===== src/rtl/alu_operand_stage.sv =====
// Operand-fetch stage feeding the ALU: decodes, reads the 16x16 GPR file, builds the immediate, and owns the PSR (ALU_OPERAND_BYPASS_EN forwards same-edge writebacks into A/B/carry).
// Latency: 1 cycle from accept to registered outputs; full throughput with out_ready held high.
// Backpressure: in_ready = ~out_valid | out_ready; a stalled FULL stage holds every output stable.
module alu_operand_stage #(
   parameter int DATA_W = 16,
   parameter int NREGS  = 16
) (
   input  logic              clk,
   input  logic              reset_n,
   input  logic              in_valid,
   output logic              in_ready,
   input  logic [15:0]       instr,
   output logic              out_valid,
   input  logic              out_ready,
   output logic [DATA_W-1:0] A,
   output logic [DATA_W-1:0] B,
   output logic [3:0]        opcode,
   output logic [3:0]        opext,
   output logic [3:0]        dest_idx,
   output logic              carry,
   input  logic              wb_en,
   input  logic [3:0]        wb_idx,
   input  logic [DATA_W-1:0] wb_data,
   input  logic              wb_flags_en,
   input  logic [4:0]        wb_flags
);

   typedef enum logic {EMPTY = 1'b0, FULL = 1'b1} state_t;

   state_t            state_q, state_d;
   logic [DATA_W-1:0] regs_q [NREGS];
   logic [DATA_W-1:0] regs_d [NREGS];
   logic [4:0]        psr_q, psr_d;
   logic [DATA_W-1:0] a_q, a_d, b_q, b_d;
   logic [3:0]        opcode_q, opcode_d, opext_q, opext_d, dest_q, dest_d;
   logic              carry_q, carry_d;

   logic              accept;
   logic [3:0]        rdest, rsrc;
   logic              reg_form;
   logic [DATA_W-1:0] a_src, b_reg, b_src;
   logic              c_src;
   logic              unused_psr;

   assign out_valid = (state_q == FULL);
   assign in_ready  = ~out_valid | out_ready;
   assign accept    = in_valid & in_ready;

   assign rdest    = instr[11:8];
   assign rsrc     = instr[3:0];
   assign reg_form = (instr[15:12] == 4'b0000);

   // Only C feeds this stage; the remaining flags are kept for the rest of the core.
   assign unused_psr = ^psr_q[3:0];

`ifdef ALU_OPERAND_BYPASS_EN
   assign a_src = (wb_en && wb_idx == rdest) ? wb_data : regs_q[rdest];
   assign b_reg = (wb_en && wb_idx == rsrc)  ? wb_data : regs_q[rsrc];
   assign c_src = wb_flags_en ? wb_flags[4] : psr_q[4];
`else
   assign a_src = regs_q[rdest];
   assign b_reg = regs_q[rsrc];
   assign c_src = psr_q[4];
`endif

   assign b_src = reg_form ? b_reg : {{(DATA_W-8){instr[7]}}, instr[7:0]};

   always_comb begin
      state_d = state_q;
      case (state_q)
         EMPTY:   if (accept) state_d = FULL;
         FULL:    if (out_ready && !in_valid) state_d = EMPTY;
         default: state_d = EMPTY;
      endcase
   end

   always_comb begin
      a_d      = a_q;
      b_d      = b_q;
      opcode_d = opcode_q;
      opext_d  = opext_q;
      dest_d   = dest_q;
      carry_d  = carry_q;
      if (accept) begin
         a_d      = a_src;
         b_d      = b_src;
         opcode_d = instr[15:12];
         opext_d  = instr[7:4];
         dest_d   = rdest;
         carry_d  = c_src;
      end
   end

   always_comb begin
      regs_d = regs_q;
      psr_d  = psr_q;
      if (wb_en)       regs_d[wb_idx] = wb_data;
      if (wb_flags_en) psr_d          = wb_flags;
   end

   always_ff @(posedge clk or negedge reset_n) begin
      if (!reset_n) begin
         state_q  <= EMPTY;
         a_q      <= '0;
         b_q      <= '0;
         opcode_q <= '0;
         opext_q  <= '0;
         dest_q   <= '0;
         carry_q  <= 1'b0;
         psr_q    <= '0;
         for (int i = 0; i < NREGS; i++) regs_q[i] <= '0;
      end else begin
         state_q  <= state_d;
         a_q      <= a_d;
         b_q      <= b_d;
         opcode_q <= opcode_d;
         opext_q  <= opext_d;
         dest_q   <= dest_d;
         carry_q  <= carry_d;
         psr_q    <= psr_d;
         regs_q   <= regs_d;
      end
   end

   assign A        = a_q;
   assign B        = b_q;
   assign opcode   = opcode_q;
   assign opext    = opext_q;
   assign dest_idx = dest_q;
   assign carry    = carry_q;

endmodule


===== config.mk =====
export PLATFORM = sky130hd
export DESIGN_NAME = alu_operand_stage
export DESIGN_NICKNAME = d
export VERILOG_FILES = /design/src/rtl/alu_operand_stage.sv
export SDC_FILE = /design/constraint.sdc
export NUM_CORES = 1
export LEC_CHECK = 0
export ABC_AREA = 0
export ABC_CLOCK_PERIOD_IN_PS = 1400
export CAP_MARGIN = 30
export CORE_MARGIN = 1
export CORE_UTILIZATION = 54
export CTS_CLUSTER_DIAMETER = 150
export CTS_CLUSTER_SIZE = 28
export DETAILED_ROUTE_END_ITERATION = 8
export PLACE_DENSITY_LB_ADDON = 0.08
export SKIP_CTS_REPAIR_TIMING = 1
export SLEW_MARGIN = 20
export SYNTH_ARGS = -nofsm -noshare
export SYNTH_HDL_FRONTEND = slang
export SYNTH_SLANG_ARGS = --single-unit

===== constraint.sdc =====
create_clock -name clk -period 1.4 [get_ports clk]
set_input_delay 0.35 -clock clk [delete_from_list [all_inputs] [get_ports clk]]
set_output_delay 0.35 -clock clk [all_outputs]
set_load 0.02 [all_outputs]

### After elaboration in Yosys (flattened, before gate mapping)

Index checks and enable logic that the tools add are counted.

* magnitude comparators: 4
* muxes and demuxes: 13
* bitwise logic cells: 6
* reduce and logical (&&, ||, !) cells: 4

Operator list (number)
* $bwmux 256: 1
* $bmux 16 s4: 2
* $mux 16: 6
* $demux 16 s4: 1
* $ge 5x5->1 const B: 3
* $not 4->5: 3
* $lt 5x1->1 const B: 1
* $logic_not 4->1: 1
* $logic_and 1x1->1: 2
* $mux 1: 2
* $pmux 1 s2: 1
* $and 1x1->1: 1
* $logic_not 1->1: 1
* $not 1->1: 1
* $or 1x1->1: 1

* register bits: 307
* input port bits: 47
* output and inout port bits: 47
* word-level logic and storage cells: 51

### Logic depth before layout (Yosys ltp)

Gate-level depths: netlist of the first run.

* depth in word-level cells: 6
* gate-level depth with buffers: 7
* gate-level depth less buffers: 4

### Worst setup path after synthesis of the first run

No wires, ideal clock.

* path kind: input -> register
* from: input instr[8]
* to: register a_q[14], in the netlist A[14]
* setup time: 0.133 ns
* arrival: 1.667 ns
* data required time: 1.267 ns
* setup slack: -0.400 ns
* cell stages on the path: 6
* path buffers: 2
* cell sequence: buf_2 buf_4 mux4_2 mux2i_1 a2bb2oi_1 o21ai_0

* longest elaborated chain between the ends: 4

Ends and longest elaborated chain
* start: declaration: line 12 `input logic [15:0] instr,`
* $not 4->5 (implied by the code): line 61 `assign a_src = regs_q[rdest];`
* $bmux 16 s4: line 61
* $mux 16 (implied by the code) (2 in series): line 61
* end signal: assignment: line 104 `a_q <= '0;`
* end signal: assignment: line 114 `a_q <= a_d;`
* end: declaration: line 34 `logic [DATA_W-1:0] a_q, a_d, b_q, b_d;`

No other way between the ends. The select of a mux whose other input is x is not followed.
A chain may end at the register's enable or synchronous reset.

### Worst setup path in the final report of the first run

* from: register regs_q[111] in the netlist's numbering
* to: register b_q[15], in the netlist B[15]

* longest elaborated chain between the ends: 4

Ends and longest elaborated chain
* start: declaration: line 31 `logic [DATA_W-1:0] regs_q [NREGS];`
* start signal: assignment: line 121 `regs_q <= regs_d;`
* $bmux 16 s4: line 62 `assign b_reg = regs_q[rsrc];`
* $mux 16 (implied by the code) (2 in series): line 62
* $mux 16: line 66 `assign b_src = reg_form ? b_reg : {{(DATA_W-8){instr[7]}}, instr[7:0]};`
* end signal: assignment: line 105 `b_q <= '0;`
* end signal: assignment: line 115 `b_q <= b_d;`
* end: declaration: line 34

No other way between the ends. The select of a mux whose other input is x is not followed.

==> results by group, run 1 <==
Run status
  – Status: finished, violations left
  – Failing checks: setup timing

Timing
  – Worst-Margin Slew: ~0.47 ns
  – Crit path time final: between 1.5 and 2 ns
  – Highest clock rate: 617.7 MHz
  – Fin Clk Skew: 0.01198 ns
  – Tcrit/Tclk final: 1.156
  – Final setup margin: -0.2190 ns
  – RSZ-0062 raised after global routing: true
  – Worst slew margin: 0.6869
  – Setup_tns: -3.589 ns
  – Hold Fails Final Rpt: 0
  – Final setup violation count: 59
  – Max-slew violations: 0

Clocking
  – CTS clock-pin slew for the worst setup and hold paths: approximately 0.11 ns
  – TritonCTS Sinks: between 300 and 400
  – Clk_lat worst skew: 0.51 ns
  – H-Tree Level Count: 1
  – Clock buffer depth: 3
  – Clk root buf: clkbuf_16
  – CTS tree: done
  – Inserted Clock Buffers: 14

Power
  – Clock Power Share: 0.187
  – Switching share of total power: 0.2862
  – Peak supply drop: 0.7199 mV
  – Pint: 18.32 mW
  – Leak Pwr: 8.860 nW
  – Register share of total power: 0.474
  – Switching power: 7.346 mW
  – Comb pwr share: 0.340
  – Pwr/cell area: 1277 nW/um2

Critical path
  – Setup crit end kind: flip-flop
  – Worst-path fanout max: 3
  – Crit path required time: 1.80 ns
  – Worst setup SP type: flip-flop
  – Worst Path Arrival: just over 2 ns
  – Crit path kind: reg -> reg

Placement
  – Port Buffers: just under 90
  – Hpwl dp: 29,810 um
  – GPL Wtd Cong: between 0.8 and 0.9
  – Cell Area, Placed: 19,050 um2

GRT
  – Vias in the first global route: roughly 11,000
  – Met1 Resource Use GR: 0.4591
  – Busiest grt layer: met2
  – Grt total ovfl: 0
  – Global Route met3 Usage: 0.04023
  – Largest net degree at the start of global routing: 81
  – First-pass GRT wire length: around 66,000 um
  – Initial antenna violation count: 0
  – All-Layer GR Usage: 0.3114
  – Met2 usage: 0.4979

Floorplan
  – Starting density of the core: 0.5499
  – Die H: 170.2 um
  – Die area: 28,960 um2
  – Boundary pin count: 94
  – Die width: roughly 170 um
  – # rows: just over 60
  – Floorplan core area: 27,780 um2

Detailed routing
  – Routed vias/inst: 6.204
  – Post-DRT Antenna Nets: 0
  – DR pass1 iterations: 5
  – Drt first-iter violations: ~860
  – Wire length per cell: 26.54 um
  – DRT Wirelength: 44,300 um
  – Residual DRC: 0
  – Via count of the routed design: a little over 10,000

Run
  – Maxcap violations: 0

Yosys
  – Netlist cell types: 34
  – Fraction of registers with async set/reset: 1.000
  – Synth Warn #: 0
  – Top cells by area, synth: dfrtp_1 (50%), mux2_2 (20%), mux4_2 (18%)
  – Mapped Area: 15,280 um2
  – Post-synth EDFFs: 0
  – Number of synthesized register bits: 303
  – Top-area cell type share of the netlist area: 0.4964
  – Dominant cell type by area after synthesis: dfrtp_1
  – Syn_area_per_cell: 15.75 um2
  – Ys flop type: dfrtp_1
  – Register area share after synthesis: 0.4964
  – Syn Inst Count: 970
  – Synthesized Nets: 1,017

Finish
  – Share of cells above drive strength 1: 0.6452
  – Fillers: approximately 1,900
  – P&R area growth vs syn: 31.61%
  – Most common cell after layout, fill and taps aside: dfrtp_1
  – Design area: 20,100 um2
  – Layout net count: 1,337
  – Most frequent cells in the layout: dfrtp_1 (299), buf_4 (234), mux2_2 (229)
  – Antenna diodes: 0

Worst hold path
  – Hold Path Class: in -> reg
-- metrics by stage --
| stage | power, mW | util | hold slack, ns | std cells | worst slack (ns) |
|---|---|---|---|---|---|
| final | 25.67 | 0.7237 | 0.1948 | 1669 | -0.2190 |
| after global routing | 26.73 | 0.7237 | 0.2072 | 1669 | -0.2760 |
| after CTS | 25.02 | 0.6997 | -0.3738 | 1632 | -0.5786 |
| after detailed placement | 20.32 | 0.6858 | 0.1581 | 1615 | -0.7258 |
| after global placement | 20.02 | 0.6858 | 0.1621 | 1615 | -0.7228 |
| after floorplan | 16.58 | - | 0.05441 | 970 | -0.3146 |
-- area by class of cell --
cell class | count | area [um2] | share of cell area
well taps | 378 | 473.0 | 0.02353
flip-flops and latches | 303 | 7587 | 0.3774
clock buffers | 16 | 379.1 | 0.01886
multi-input cells | 580 | 7685 | 0.3823
repair buffers | 391 | 3973 | 0.1976
clock inverters | 1 | 7.507 | 0.0003734
-- routing by layer --
layer  up-vias  routed length [um]
met5         -                   0
met2       342               21190
li1       4381                   -
met1      5577               19780
met4         0                 835
met3        54                2500
-- final timing paths --
| check | from | to | slack [ns] | cells past startpoint |
|---|---|---|---|---|
| max in group asynchronous | reset_n | A[15]$_DFFE_PN0P_ | 0.49 | 3 |
| hold reg to reg | psr_q[4]$_DFFE_PN0P_ | carry$_DFFE_PN0P_ | 0.53 | 1 |
| min in group asynchronous | reset_n | opext[3]$_DFFE_PN0P_ | 0.23 | 2 |
| setup reg to reg | regs_q[111]$_DFFE_PN0P_ | B[15]$_DFFE_PN0P_ | -0.22 | 4 |
| setup / recovery | regs_q[111]$_DFFE_PN0P_ | B[15]$_DFFE_PN0P_ | -0.22 | 4 |
| hold / removal | instr[12] | opcode[0]$_DFFE_PN0P_ | 0.19 | 2 |
-- power groups by stage --
stage          sequential (mW)  clock, mW  combinational (mW)
3_5_place_dp              12.2          0                8.11
2_1_floorplan             12.1          0                4.47
3_3_place_gp              12.1          0                7.91
4_1_cts                   12.1       4.84                8.13
5_1_grt                   12.4       5.12                9.25
6_report                  12.2       4.79                8.72
-- logic make-up after synthesis --
| group | Yosys count | synth area share |
|---|---|---|
| DFF | 303 | 0.4964 |
| muxes | 436 | 0.4148 |
| AOI/OAI and AO/OA | 91 | 0.04210 |
| and+or+nand+nor | 53 | 0.01761 |
| buffers and inverters | 87 | 0.02916 |
-- synth_stat cells, types with 2 or more instances --
cell,n
or3_1,3
nand2_1,12
nand3b_1,4
a31oi_1,3
nor2_1,13
o21ai_0,19
buf_6,2
mux4_1,8
buf_2,36
buf_1,6
a21oi_1,13
nor3b_1,2
mux4_2,120
a211o_1,9
nand3_1,6
mux2_2,272
dfrtp_1,303
nor2b_1,5
buf_12,2
clkbuf_1,36
a31o_2,3
buf_4,4
a2bb2oi_1,16
a221o_1,3
a22oi_1,22
nand2b_1,5
mux2i_1,36
-- sequential cells by signal, indices dropped and copies added, names as in the netlist --
| register | cells |
|---|---|
| A | 16 |
| B | 16 |
| carry | 1 |
| dest_idx | 4 |
| opcode | 4 |
| opext | 4 |
| out_valid | 1 |
| psr_q | 1 |
| regs_q | 256 |
-- critical path, cell delays in order, from the launching register on --
cell	delay (ns)
dfrtp_1	0.41
mux4_2	0.50
a22oi_2	0.22
a21oi_2	0.13
a211o_1	0.24
(Power assumes the default switching activity.)
==> run 2: changes to the inputs <==
Settings changed: CAP_MARGIN 30 to not set.
==> results of run 2 <==
Final layout, timing and power as in run 1 (identical DEF).
==> run 3: changes to the inputs <==
Settings changed: REMOVE_ABC_BUFFERS set to 1, SLEW_MARGIN 20 to 10.
==> run 3 against run 2 <==
- critical endpoint is now in_ready
- fmax rose by 4.0%
- the flow still finishes with violations (setup timing)
- combinational power fell by 5.8%
- clock-buffer cell count down 1
==> results by group, run 3 (synthesized netlist as in run 1, its figures left out) <==
Timing
  – Tcrit/Tclk final: 1.112
  – Worst-Margin Slew: 0.7632 ns
  – Highest clock rate: 642.2 MHz
  – Crit path time final: roughly 1.6 ns
  – Max-slew violations: 0
  – Worst slew margin: 0.4889
  – Final setup margin: -0.1571 ns
  – Fin Clk Skew: ~0.012 ns
  – Worst hold slack: between 0.1 and 0.15 ns
  – RSZ-0062 raised after global routing: true
  – Final setup violation count: 54
  – Hold Fails Final Rpt: 0

Critical path
  – Worst-path fanout max: 3
  – WP buf/inv: 1
  – Crit path kind: reg -> out
  – Critical Path, Cell by Cell: nand2b_4 -> buf_6
  – Crit path required time: 1.05 ns
  – Worst Path Arrival: 1.21 ns
  – Crit-path slowest cell: dfrtp_1
  – Worst setup SP type: flip-flop
  – Top cell family by delay on the critical path: flip-flops
  – Setup crit end kind: output pin
  – Crit path largest cell delay: about 0.45 ns

Floorplan
  – Boundary pin count: 94
  – Die area: 28,960 um2
  – Floorplan core area: 27,780 um2
  – Die width: 170.2 um
  – Die H: ~170 um
  – # rows: slightly above 60
  – Starting density of the core: 0.5499

Clocking
  – CTS clock-pin slew for the worst setup and hold paths: 0.10 ns
  – Clock buffer depth: 3
  – Inserted Clock Buffers: 14
  – Clk_lat worst skew: 0.51 ns
  – H-Tree Level Count: 1
  – TritonCTS Sinks: just over 300
  – CTS tree: done
  – Clk root buf: clkbuf_16

Run status
  – Failing checks: setup timing
  – Status: finished, violations left

Detailed routing
  – DR pass1 iterations: 4
  – DRT Wirelength: 42,450 um
  – Wire length per cell: 25.82 um
  – Drt first-iter violations: 785
  – Via count of the routed design: between 10,000 and 15,000
  – Post-DRT Antenna Nets: 0
  – Residual DRC: 0
  – Routed vias/inst: slightly above 6

Finish
  – Finished Core Util: 0.7126
  – Most frequent cells in the layout: dfrtp_1 (303), mux2_2 (266), buf_4 (209)
  – Fillers: 1,894
  – Design area: 19,800 um2
  – Share of cells above drive strength 1: 0.6461
  – Antenna diodes: 0
  – P&R area growth vs syn: 29.59%
  – Max FFs per register: 256
  – Most common cell after layout, fill and taps aside: dfrtp_1
  – Largest Register: regs_q
  – Layout net count: approximately 1,300

Power
  – Power, Total: between 20 and 30 mW
  – Pwr/cell area: 1264 nW/um2
  – Peak supply drop: between 1 and 1.5 mV
  – Leak Pwr: 8.606 nW

GRT
  – Vias in the first global route: between 10,000 and 15,000
  – Grt total ovfl: 0
  – Initial antenna violation count: 0
  – Largest net degree at the start of global routing: 57
  – First-pass GRT wire length: 63,670 um
  – All-Layer GR Usage: 0.2994

Placement
  – GPL Wtd Cong: 0.8365
  – Port Buffers: 89
  – Worst Setup Slack post-DPL: -0.9496 ns
  – Hpwl dp: 28,120 um
  – Cell Area, Placed: about 19,000 um2

Run
  – Maxcap violations: 0

Worst hold path
  – Hold Path Class: in -> reg
==> run 3: changes by cell type in the layout (fill, tap and decap cells not counted), sizes merged <==
cell    previous run  this run
buf              350       329
clkbuf            20        16
==> run 3: path summary, 6_finish.rpt <==
path | start | endpoint | slack, ns | depth (start not counted)
hold / removal | instr[14] | opcode[2]$_DFFE_PN0P_ | 0.15 | 2
setup / recovery | out_valid$_DFF_PN0_ | in_ready | -0.16 | 2
max in group asynchronous | reset_n | regs_q[153]$_DFFE_PN0P_ | 0.54 | 4
hold reg to reg | dest_idx[3]$_DFFE_PN0P_ | dest_idx[3]$_DFFE_PN0P_ | 0.52 | 2
min in group asynchronous | reset_n | regs_q[208]$_DFFE_PN0P_ | 0.25 | 2
setup reg to reg | out_valid$_DFF_PN0_ | A[1]$_DFFE_PN0P_ | -0.15 | 8
==> run 3: through the flow <==
| stage | cells | TNS, ns |
|---|---|---|
| 3_5_place_dp | 1594 | -188.88 |
| 5_1_grt | 1644 | -6.275 |
| 3_3_place_gp | 1594 | -183.60 |
| 4_1_cts | 1610 | -55.03 |
| 2_1_floorplan | 883 | -109.70 |
| 6_report | 1644 | -3.322 |
==> run 3: layout make-up <==
| cell class | count | area [um2] | area share |
|---|---|---|---|
| Tap cell | 378 | 473.0 | 0.02389 |
| Timing Repair Buffer | 367 | 3764 | 0.1901 |
| Multi-Input combinational cell | 580 | 7595 | 0.3836 |
| Clock buffer | 15 | 375.4 | 0.01896 |
| Clock inverter | 1 | 7.507 | 0.0003792 |
| Sequential cell | 303 | 7582 | 0.3830 |
==> run 3: routing by layer <==
layer  part of all wire  vias to the layer above  GRT usage  wire length (um)
met5                  0                        -          0                 0
met4              0.020                        0    0.06580               838
met3              0.060                       53    0.04000              2533
met2               0.49                      345     0.4975             20870
met1               0.43                     5412     0.4238             18210
li1                   -                     4351          -                 -
==> run 3: report_power, final <==
group | leakage, nW | switching, mW | internal [mW]
logic | 4.70 | 2.91 | 5.30
registers | 3.72 | 1.41 | 10.7
clock network | 0.185 | 2.74 | 1.95
total | 8.61 | 7.05 | 18.0
==> variant 1: new RTL, settings of run 1 <==
The parameter `DATA_W` goes from 16 to 32.
--- a/src/rtl/alu_operand_stage.sv
+++ b/src/rtl/alu_operand_stage.sv
@@ -2,7 +2,7 @@
 // Latency: 1 cycle from accept to registered outputs; full throughput with out_ready held high.
 // Backpressure: in_ready = ~out_valid | out_ready; a stalled FULL stage holds every output stable.
 module alu_operand_stage #(
-   parameter int DATA_W = 16,
+   parameter int DATA_W = 32,
    parameter int NREGS  = 16
 ) (
    input  logic              clk,
Ports: changed (resized A, B and wb_data); port bits go from 94 to 142. The function was not compared with the original's and may differ.
==> variant 1 against run 1 <==
The flow still finishes with violations (setup timing); routed wire length up 110%; synthesized area up 94%; power up 96%; cell area up 95%; worst setup slack worse by 0.052 ns; synthesized cell count up 95%; combinational power up 100%; sequential cell count up 288; count of clock-buffer cells in the layout up 10; clock power up 84%; utilization up 0.33 points; via count up 96%; non-clock buffer count up 344; largest cell class unchanged.
==> variant 1: results (changes against run 1) <==
Outcome
  – Status: finished with violations
  – Failing checks: setup timing

Detailed routing
  – Routed via count: 20.3k (+96%)
  – Iteration-0 DRC Markers: 1632 (+91%)
  – WL/cell: 29.1 um (+9.5%)

Synth
  – Post-synthesis sequential area ratio: 0.499 (+0.00215)
  – Synth Area in Compound Gates: 0.0415 (-0.000600)
  – Synth top cells by count: dfrtp_1 (591), mux2_2 (468), mux4_2 (253), clkbuf_1 (89), buf_2 (71)
  – Top cells by area, synth: dfrtp_1 (50%), mux4_2 (19%), mux2_2 (18%)
  – Syn Nets: 1952 (+92%)

STA
  – Final hold slack: 0.125 ns (-0.0702 ns)
  – Worst slew margin: 0.658 (-0.0289)
  – Final WS setup: -0.271 ns (-0.0516 ns)
  – Final setup fails: 146 (+150%)

Final layout
  – Largest register FFs: 512 (+100%)
  – Nets: 2529 (+89%)
  – Fraction of layout cells with a size suffix above 1: 0.654 (+0.00900)

Worst hold path
  – Worst hold path startpoint: instr[13]
  – Hold depth: 3 (+1)
  – Worst Hold Path EP: opcode[1]$_DFFE_PN0P_

GRT
  – Pin count of the biggest net entering global routing: 84 (+3.7%)
  – Vias in the first global route: 21.3k (+99%)
  – First-pass GRT wire length: 134 mm (+100%)
  – Tot GR Track Use: 0.318 (+0.00637)
  – Initial antenna violation count: 1 (+1)

Placement
  – Gpl congestion: 0.846 (+1.2%)
  – Dpl cell area: 0.0367 mm^2 (+93%)

Setup path
  – R2r setup slk: -0.25 ns (-0.03 ns)
  – CP max stage cell: dfrtp_2
  – CP peak stage delay: 0.45 ns (-0.05 ns)
  – R2R cell count: 5 (+1)
  – Worst R2R End: A[28]$_DFFE_PN0P_
  – Crit-path leading delay family: flip-flops
  – Critical path data arrival time: 1.32 ns (-0.70 ns)

CTS
  – Inserted Clock Buffers: 25 (+11)

Power
  – Maximum vdd drop: 1240 uV (+72%)
  – Seq pwr share: 0.472 (-0.002)
  – Comb power: 0.0178 W (+100%)
  – Logic pwr share: 0.353 (+0.013)
  – Sw Share: 0.290 (+0.00426)
  – Leak pwr: 17.4 nW (+96%)
## variant 1: changes by cell type after synthesis, moves of 22 or more
cell	run 1	this run
a22oi_1	22	52
a221o_1	3	25
mux2_1	0	56
mux2_2	272	468
dfrtp_1	303	591
mux4_2	120	253
clkbuf_1	36	89
mux2i_1	36	70
buf_2	36	71
nand2_1	12	48
## variant 1: through the flow
step | std cells | TNS (ns)
2_1_floorplan | 1889 | -55.59
3_3_place_gp | 3041 | -462.01
3_5_place_dp | 3041 | -462.28
4_1_cts | 3069 | -136.32
5_1_grt | 3163 | -24.11
6_report | 3164 | -20.08
## variant 1: area by class of cell
class                   count  area (um^2)
clock inverters             2         38.8
fillers                  3468        14700
inverters                   1         3.75
well taps                 696          871
repair buffers            735         7670
clock buffers              26          629
diodes                      1         2.50
flip-flops and latches    591        14800
multi-input cells        1112        15300
## variant 1: metal layers
layer	wire, um	GRT usage	up-vias
li1	-	-	8461
met1	38600	0.458	11063
met2	45400	0.523	678
met3	5150	0.0339	137
met4	2760	0.0773	0
met5	0	0	-
==> variant 2: new RTL, config.mk and constraints of run 1 <==
Without the edit above. `a_q` no longer has a reset.
--- a/src/rtl/alu_operand_stage.sv
+++ b/src/rtl/alu_operand_stage.sv
@@ -101,7 +101,6 @@
    always_ff @(posedge clk or negedge reset_n) begin
       if (!reset_n) begin
          state_q  <= EMPTY;
-         a_q      <= '0;
          b_q      <= '0;
          opcode_q <= '0;
          opext_q  <= '0;
@@ -111,7 +110,6 @@
          for (int i = 0; i < NREGS; i++) regs_q[i] <= '0;
       end else begin
          state_q  <= state_d;
-         a_q      <= a_d;
          b_q      <= b_d;
          opcode_q <= opcode_d;
          opext_q  <= opext_d;
@@ -120,6 +118,10 @@
          psr_q    <= psr_d;
          regs_q   <= regs_d;
       end
+   end
+
+   always_ff @(posedge clk) begin
+      a_q <= a_d;
    end
 
    assign A        = a_q;
Behaviour: differs if reset_n is asserted again (counterexample within 4 cycles, from zero or initial values and one cycle with reset_n low); with reset_n held inactive, the same outputs for 4 cycles.
==> variant 2 against run 1 <==
The flow still finishes with violations (setup timing); power is 2.1% lower; sequential cell count did not move; cell count fell by 5.3%; non-clock buffer count is 54 lower; utilization decreased by 0.55 points; routed wire length fell by 1.7%; worst setup slack worse by 0.051 ns; cell area is 2.7% lower; synthesized area fell by 0.81%; clock power increased by 0.8%; synthesized cell count down 3.9%; critical path type unchanged; largest cell class is now registers.
==> variant 2: results (changes against run 1) <==
Outcome
  – Failing checks: setup timing
  – Status: finished with violations

GRT
  – Vias in the first global route: 10.9k (+1.7%)
  – Initial antenna violation count: 1 (+1)
  – First-pass GRT wire length: 66.1 mm (about the same)
  – Pin count of the biggest net entering global routing: 65 (-20%)
  – Tot GR Track Use: 0.313 (+0.00155)

Synth
  – Synth top cells by count: dfrtp_1 (287), mux2_2 (262), mux4_2 (144), buf_2 (38)
  – Asr flop ratio synth: 0.947 (-0.0528)
  – Number of distinct library cells after synthesis: 33 (-2.9%)
  – Post-synthesis sequential area ratio: 0.506 (+0.00934)
  – Top cells by area, synth: dfrtp_1 (47%), mux4_2 (21%), mux2_2 (19%)
  – Post-synth EDFFs: 16 (+16)
  – Syn Nets: 979 (-3.7%)

Placement
  – Placed Instances: 1527 (-5.4%)
  – Post-DP HPWL: 28.9 mm (-2.9%)
  – Gpl congestion: 0.858 (+2.7%)

Setup path
  – Critical path data arrival time: 1.92 ns (-0.10 ns)
  – R2R cell count: 2 (-2)
  – CP Capture Point: A[5]$_DFFE_PP_

Power
  – Sw Pwr: 0.00699 W (-4.8%)
  – Leak pwr: 8.45 nW (-4.6%)
  – Maximum vdd drop: 867 uV (+20%)

Detailed routing
  – WL/cell: 27.5 um (+3.7%)
  – Iteration-0 DRC Markers: 819 (-4.3%)
  – Routed via count: 10.1k (-2.1%)

STA
  – Final WS setup: -0.270 ns (-0.0506 ns)
  – Clock Skew: 0.0154 ns (+0.00344 ns)
  – Final setup fails: 62 (+5.1%)

Final layout
  – Fillers: 1768 (-4.7%)
variant 2: area by class of cell:
cell class,count,area share
diodes,1,0.000128
flip-flops and latches,303,0.392
repair buffers,337,0.174
inverters,1,0.000192
clock buffers,22,0.0205
well taps,372,0.0238
multi-input cells,544,0.389
clock inverters,1,0.000384
variant 2: through the flow:
stage | setup WS, ns | instance area (um^2)
finish | -0.270 | 19600
global route | -0.290 | 19600
CTS | -0.599 | 19000
detailed placement | -0.815 | 18600
global placement | -0.790 | 18600
floorplan | -0.434 | 15900
variant 2: worst max-delay path: stages (launching register included):
cell and delay (ns):
dfrtp_1 0.42, mux4_2 0.50, mux4_2 0.49
variant 2: routing by layer:
layer / wire (um) / share of wire / global-route usage
met5: 0 / 0 / 0
met4: 1280 / 0.029 / 0.102
met3: 3000 / 0.069 / 0.0515
met2: 21700 / 0.50 / 0.515
met1: 17600 / 0.40 / 0.429
variant 2: power by group through the flow:
stage	Combinational, W	Clock, W	Sequential (W)
global placement	0.00730	0	0.0121
global route	0.00851	0.00522	0.0124
floorplan	0.00448	0	0.0121
detailed placement	0.00759	0	0.0123
CTS	0.00762	0.00491	0.0121
finish	0.00805	0.00483	0.0122
variant 2: cell families (layout without fill, tap and decap cells):
family / after synthesis / count (layout) / synth area share
AO/OA/AOI/OAI: 56 / 56 / 0.0270
buffers and inverters: 85 / 361 / 0.0296
flip-flops: 303 / 303 / 0.506
multiplexers: 413 / 413 / 0.413
other: 0 / 1 / 0
AND/OR/NAND/NOR: 75 / 75 / 0.0243
